[src/rtl/control_unit_pkg.sv]
// rtl/control_unit_pkg.sv - opcode map, encodings and control word for control_unit (ILLEGAL_OP_EN adds illegal flag)
package control_unit_pkg;

    localparam int OPCODE_W = 6;
    localparam int ALU_W    = 5;

    localparam logic [1:0] CLS_SREG = 2'b00;
    localparam logic [1:0] CLS_SIMM = 2'b01;
    localparam logic [1:0] CLS_MEMV = 2'b10;
    localparam logic [1:0] CLS_BR   = 2'b11;

    localparam logic [OPCODE_W-1:0] OP_NOP   = 6'h00;
    localparam logic [OPCODE_W-1:0] OP_LOAD  = 6'h20;
    localparam logic [OPCODE_W-1:0] OP_STORE = 6'h21;
    localparam logic [OPCODE_W-1:0] OP_B     = 6'h30;
    localparam logic [OPCODE_W-1:0] OP_BL    = 6'h31;

    localparam logic [1:0] IMM_NONE = 2'b00;
    localparam logic [1:0] IMM_I12  = 2'b01;
    localparam logic [1:0] IMM_B20  = 2'b10;

    localparam logic [ALU_W-1:0] ALU_ADD   = 5'h00;
    localparam logic [ALU_W-1:0] ALU_PASSA = 5'h0F;

    typedef struct packed {
        logic             pc_src;
        logic             mem_to_reg;
        logic             mem_write;
        logic [ALU_W-1:0] alu_control;
        logic [1:0]       imm_src;
        logic             reg_write;
`ifdef ILLEGAL_OP_EN
        logic             illegal_op;
`endif
    } ctrl_word_t;

endpackage

[src/rtl/control_unit_decoder.sv]
// rtl/control_unit_decoder.sv - combinational opcode to control word decode (ILLEGAL_OP_EN flags reserved opcodes)
module control_decoder
    import control_unit_pkg::*;
(
    input  logic [OPCODE_W-1:0] i_opcode,
    output ctrl_word_t          o_ctrl
);

    always_comb begin
        o_ctrl = '0;
        unique case (i_opcode[5:4])
            CLS_SREG: begin
                if (i_opcode != OP_NOP) begin
                    o_ctrl.alu_control = {1'b0, i_opcode[3:0]};
                    o_ctrl.reg_write   = 1'b1;
                    o_ctrl.imm_src     = IMM_NONE;
                end
            end
            CLS_SIMM: begin
                o_ctrl.alu_control = {1'b0, i_opcode[3:0]};
                o_ctrl.reg_write   = 1'b1;
                o_ctrl.imm_src     = IMM_I12;
            end
            CLS_MEMV: begin
                if (i_opcode == OP_LOAD) begin
                    o_ctrl.alu_control = ALU_ADD;
                    o_ctrl.imm_src     = IMM_I12;
                    o_ctrl.mem_to_reg  = 1'b1;
                    o_ctrl.reg_write   = 1'b1;
                end else if (i_opcode == OP_STORE) begin
                    o_ctrl.alu_control = ALU_ADD;
                    o_ctrl.imm_src     = IMM_I12;
                    o_ctrl.mem_write   = 1'b1;
                end else begin
                    o_ctrl.alu_control = {1'b1, i_opcode[3:0]};
                    o_ctrl.reg_write   = 1'b1;
                end
            end
            CLS_BR: begin
                if (i_opcode == OP_B) begin
                    o_ctrl.pc_src      = 1'b1;
                    o_ctrl.imm_src     = IMM_B20;
                    o_ctrl.alu_control = ALU_ADD;
                end else if (i_opcode == OP_BL) begin
                    o_ctrl.pc_src      = 1'b1;
                    o_ctrl.imm_src     = IMM_B20;
                    o_ctrl.reg_write   = 1'b1;
                    o_ctrl.alu_control = ALU_PASSA;
                end else begin
                    // 0x32-0x3F are reserved: control fields stay NOP
`ifdef ILLEGAL_OP_EN
                    o_ctrl.illegal_op = 1'b1;
`endif
                end
            end
            default: o_ctrl = '0;
        endcase
    end

endmodule

[src/rtl/control_unit.sv]
// rtl/control_unit.sv - main decoder with one registered stage; ILLEGAL_OP_EN adds the illegal_op output
module control_unit
    import control_unit_pkg::*;
(
    input  logic                clk,
    input  logic                rst_n,
    input  logic [OPCODE_W-1:0] opcode,
    output logic                pc_src,
    output logic                mem_to_reg,
    output logic                mem_write,
    output logic [ALU_W-1:0]    alu_control,
    output logic [1:0]          imm_src,
`ifdef ILLEGAL_OP_EN
    output logic                illegal_op,
`endif
    output logic                reg_write
);

    ctrl_word_t w_ctrl;
    ctrl_word_t r_ctrl;

    control_decoder u_decoder (
        .i_opcode (opcode),
        .o_ctrl   (w_ctrl)
    );

    always_ff @(posedge clk or negedge rst_n) begin
        if (!rst_n) begin
            r_ctrl <= '0;
        end else begin
            r_ctrl <= w_ctrl;
        end
    end

    assign pc_src      = r_ctrl.pc_src;
    assign mem_to_reg  = r_ctrl.mem_to_reg;
    assign mem_write   = r_ctrl.mem_write;
    assign alu_control = r_ctrl.alu_control;
    assign imm_src     = r_ctrl.imm_src;
    assign reg_write   = r_ctrl.reg_write;
`ifdef ILLEGAL_OP_EN
    assign illegal_op  = r_ctrl.illegal_op;
`endif

endmodule

[config.mk]
export PLATFORM = sky130hd
export DESIGN_NAME = control_unit
export DESIGN_NICKNAME = d
export VERILOG_FILES = /design/src/rtl/control_unit_pkg.sv /design/src/rtl/control_unit_decoder.sv /design/src/rtl/control_unit.sv
export SDC_FILE = /design/constraint.sdc
export NUM_CORES = 1
export LEC_CHECK = 0
export CAP_MARGIN = 0
export CORE_AREA = 2 2 39 41
export CTS_CLUSTER_SIZE = 14
export DETAILED_ROUTE_END_ITERATION = 7
export DIE_AREA = 0 0 41 43
export PLACE_DENSITY = 0.74
export SLEW_MARGIN = 20
export SYNTH_ARGS = -nofsm -noshare
export SYNTH_HDL_FRONTEND = slang
export SYNTH_SLANG_ARGS = --single-unit
[constraint.sdc]
create_clock -name clk -period 0.8 [get_ports clk]
set_clock_uncertainty 0.15 [all_clocks]
set_input_delay 0.16 -clock clk [delete_from_list [all_inputs] [get_ports clk]]
set_output_delay 0.16 -clock clk [all_outputs]
set_load 0.005 [all_outputs]
# Word level (Yosys, flattened, before mapping)
# Cells that the tools add are included.
[totals] ff_bits=11 latch_bits=0 mem_bits_rw=0 mem_bits_ro=0 in_bits=8 output_inout_bits=11 wordCells=31 memories=0
[classes] addsub=0 mul=0 div_mod_pow=0 magnitude_cmp=0 n_eq_ne=7 n_shift=0 mux=16 bitwise_logic=0 n_reduce_logical=2
[ops] operator="case mux 8 bit (4 select lines)" n=1
[ops] operator="equality test 6 bit (second input constant)" n=4
[ops] operator="2-to-1 mux 7 bit" n=2
[ops] operator="2-to-1 mux 1 bit" n=9
[ops] operator="2-to-1 mux 8 bit" n=1
[ops] operator="2-to-1 mux 6 bit" n=1
[ops] operator="nonzero test 6 bit" n=1
[ops] operator="2-to-1 mux 5 bit" n=1
[ops] operator="equality test 2 bit (second input constant)" n=2
[ops] operator="equality test 2 x 1 -> 1 bit (second input constant)" n=1
[ops] operator="zero test 2 bit" n=1
[ops] operator="2-to-1 mux 2 bit" n=1

# Longest topological paths before layout
[logic_depth] word_depth=4 mapped_depth=3

# Cells and area by module
# From an unflattened synthesis, not the netlist that was laid out.
[unflattened] cells_unflattened=33 hier_area_um2=415.4
[by_module_without_submodules] mod="control_unit" instances=1 cells_each=11 area_per_inst_um2=275.3 seq_area_each_um2=275.3
[by_module_without_submodules] mod="control_decoder" instances=1 cells_each=22 area_per_inst_um2=140.1 seq_area_each_um2=0.0

# Worst setup path after synthesis
# Ideal clock, no wire load.
[synth_path] path_kind="input port to flip-flop" startpoint="input opcode[1]" endpoint="register r_ctrl (netlist bit reg_write)" setup_ns=0.082 t_arrival_ns=0.955 slack_ns=-0.387 path_stages=3 path_buffers=0 cell_sequence="or4b_4 > mux2i_1 > a31oi_1"
[synth_rtl] item="start: declaration" line_no="control_unit.sv:7" text="input logic [OPCODE_W-1:0] opcode,"
[synth_rtl] item="end signal: assignment" line_no="control_unit.sv:31" text="r_ctrl <= w_ctrl;"
[synth_rtl] item="end: declaration" line_no="control_unit.sv:20" text="ctrl_word_t r_ctrl;"

# Final worst setup path
[layout_path] startpoint="register r_ctrl (netlist bit reg_write)" endpoint="output reg_write"
[layout_rtl] item="end: declaration" line_no="control_unit.sv:16" text="output logic reg_write"
# No word-level cell between the ends.

==> results_dict.tcl <==
set metrics [dict create \
    status "complete, but fails checks" \
    violations "negative setup slack" \
    syn_nets 40 \
    crit_chain "buf_2" \
    grt_overflow 0 \
    rows 14 \
    avgSynthCellArea_um2 12.7 \
    first_pass_iters 4 \
    crit_family "flip-flops" \
    start_util_pct 29.4 \
    most-common-layout-cells "buf_2 (13), dfrtp_1 (11), buf_4 (8)" \
    min_period_ns 1.06 \
    grt_first_pass_wirelength_um 1500 \
    hold_path_depth 3 \
    startpoint_type "flop" \
    clock.fmax_mhz 944 \
    clk_pin_slew_ns 0.07 \
    required_ns 0.49 \
    hold_ws_ns 0.0336 \
    leakagePower_nw 0.386 \
    synth_cell_types 16 \
    path_buf_inv 1 \
    cts_tree "yes" \
    path_depth 1 \
    tns_ns -3.71 \
    ys_ff_latch 11 \
    viasPerCell 4.84 \
    grt_pass1_vias 341 \
    track_usage_pct 13.5 \
    area_growth_pct 78.2 \
    die_y_um 43 \
    first_iter_violations 8 \
    place_ws_ns -0.864 \
    dieArea_mm2 0.00176 \
    drive_above_1_share_pct 60.0 \
    cap_violations 0 \
    hold_class "in2reg" \
    critPathMaxStageDelay_ns 0.36 \
    seq_area_frac_synth_pct 67.7 \
    cp.arrival_ns 0.75 \
    drc 0 \
    worstMarginPinSlew_ns 0.240 \
    post-route-util_pct 52.4 \
    antenna_cells 0 \
    pin_count 19 \
    root_buffer "clkbuf_4" \
    setup_viol 17 \
    report.final.slew_viol_count 0 \
    post-route-period-util_pct 132 \
    via_count 392 \
    synth_cells 32 \
    max-slew-margin-rel_pct 83.9 \
    clk_path_buf_depth 2 \
    end_kind "output port" \
    yosysWarnings 0 \
    portBuffers 18 \
    h-tree-depth 1 \
    die_w_um 41 \
    antenna_left 0 \
    core_mm2 0.00138 \
    post_drt_wl_per_cell_um 12.1 \
    critical_path.max_fanout 1 \
    n_fill_cell 129 \
    p_int_w 0.000885 \
    syn_area_um2 407 \
    layout_setup_ws_ns -0.259 \
    gp_congestion 0.744 \
    path_class "reg2out" \
    slowest_stage "dfrtp_1" \
    p_switching_w 0.000276 \
    fin_nets 74 \
    switching_share_pct 23.8 \
    cts-buffers-inserted 3 \
    dp_hpwl_um 708 \
    grt_max_degree 9 \
    finalHoldViolations 0 \
    antenna_found_initial 0 \
    power_frac_comb_pct 17.6 \
    grt_setup_unrepaired "yes" \
    power_density_mw_per_mm2 1600 \
    cts_sinks 11 \
    pwr-share-clk_pct 31.9 \
    seqPwrFrac_pct 50.5 \
    wl_um 980 \
    mostFrequentLayoutCell "buf_2" \
    vdd_ir_drop_max_mv 0.699 \
    largest_reg_flops 5 \
]
## cells in the mapped netlist
master / count / area share, %
nand3_1: 1 / 1.2
a21o_1: 3 / 5.5
nor2_2: 1 / 1.5
nand2_1: 1 / 0.92
o21ai_0: 1 / 1.2
or4b_4: 1 / 3.4
or2_1: 1 / 1.5
dfrtp_1: 11 / 68
nand2b_1: 1 / 1.5
inv_1: 1 / 0.92
o211a_1: 1 / 2.5
nor3_1: 3 / 3.7
nor2_1: 3 / 2.8
a31oi_1: 1 / 1.5
mux2i_1: 1 / 2.5
nor4_1: 1 / 1.5
## power by group through the flow
stage	Combinational [W]	Sequential [W]	Clock (W)
after floorplan	0.0000416	0.000603	0
after global placement	0.000195	0.000598	0
after detailed placement	0.000199	0.000599	0
after CTS	0.000185	0.000587	0.000382
after global routing	0.000223	0.000589	0.000411
final	0.000204	0.000586	0.000370
## path summary, 6_finish.rpt
kind / end / from / slack, ns
setup / recovery: reg_write / reg_write / -0.26
hold / removal: mem_to_reg / opcode[0] / 0.03
max in group asynchronous: mem_write / rst_n / 0.34
min in group asynchronous: mem_to_reg / rst_n / 0.04
## kinds of logic (layout without fill, tap and decap cells)
| logic type | Yosys count | after routing | synth area share, % |
|---|---|---|---|
| and+or+nand+nor | 13 | 13 | 18.2 |
| DFF | 11 | 11 | 67.7 |
| AOI/OAI and AO/OA | 6 | 6 | 10.8 |
| muxes | 1 | 1 | 2.46 |
| buffers and inverters | 1 | 34 | 0.922 |
## through the flow
stage          power [W]  cell area, um2  std cells
3_5_place_dp    0.000798             686         75
4_1_cts          0.00115             684         80
5_1_grt          0.00122             724         81
3_3_place_gp    0.000793             686         75
2_1_floorplan   0.000644             418         32
6_report         0.00116             724         81
## area by class of cell
class                   count  area [um2]  share of cell area (%)
flip-flops and latches     11         275                    38.0
repair buffers             29         215                    29.7
multi-input cells          20         184                    25.4
clock buffers               4        26.3                    3.63
well taps                  16        20.0                    2.76
inverters                   1        3.75                   0.518
## metal layers
layer / track usage [%] / vias to the layer above / part of all wire [%] / wire length, um
met4: 12.0 / 0 / 3.3 / 32
li1: - / 182 / - / -
met3: 4.71 / 8 / 6.6 / 65
met5: 0 / - / 0 / 0
met2: 19.1 / 21 / 54 / 529
met1: 15.1 / 181 / 36 / 352
## timing repair
action / 4_1_cts / 5_1_grt
buffers inserted: 1 / 2
pin swaps: 4 / 4
hold buffers: 0 / 0
resized for setup: 71 / 11
endpoints found under the setup margin: 22 / 20
Power figures use the tool's default switching activity.
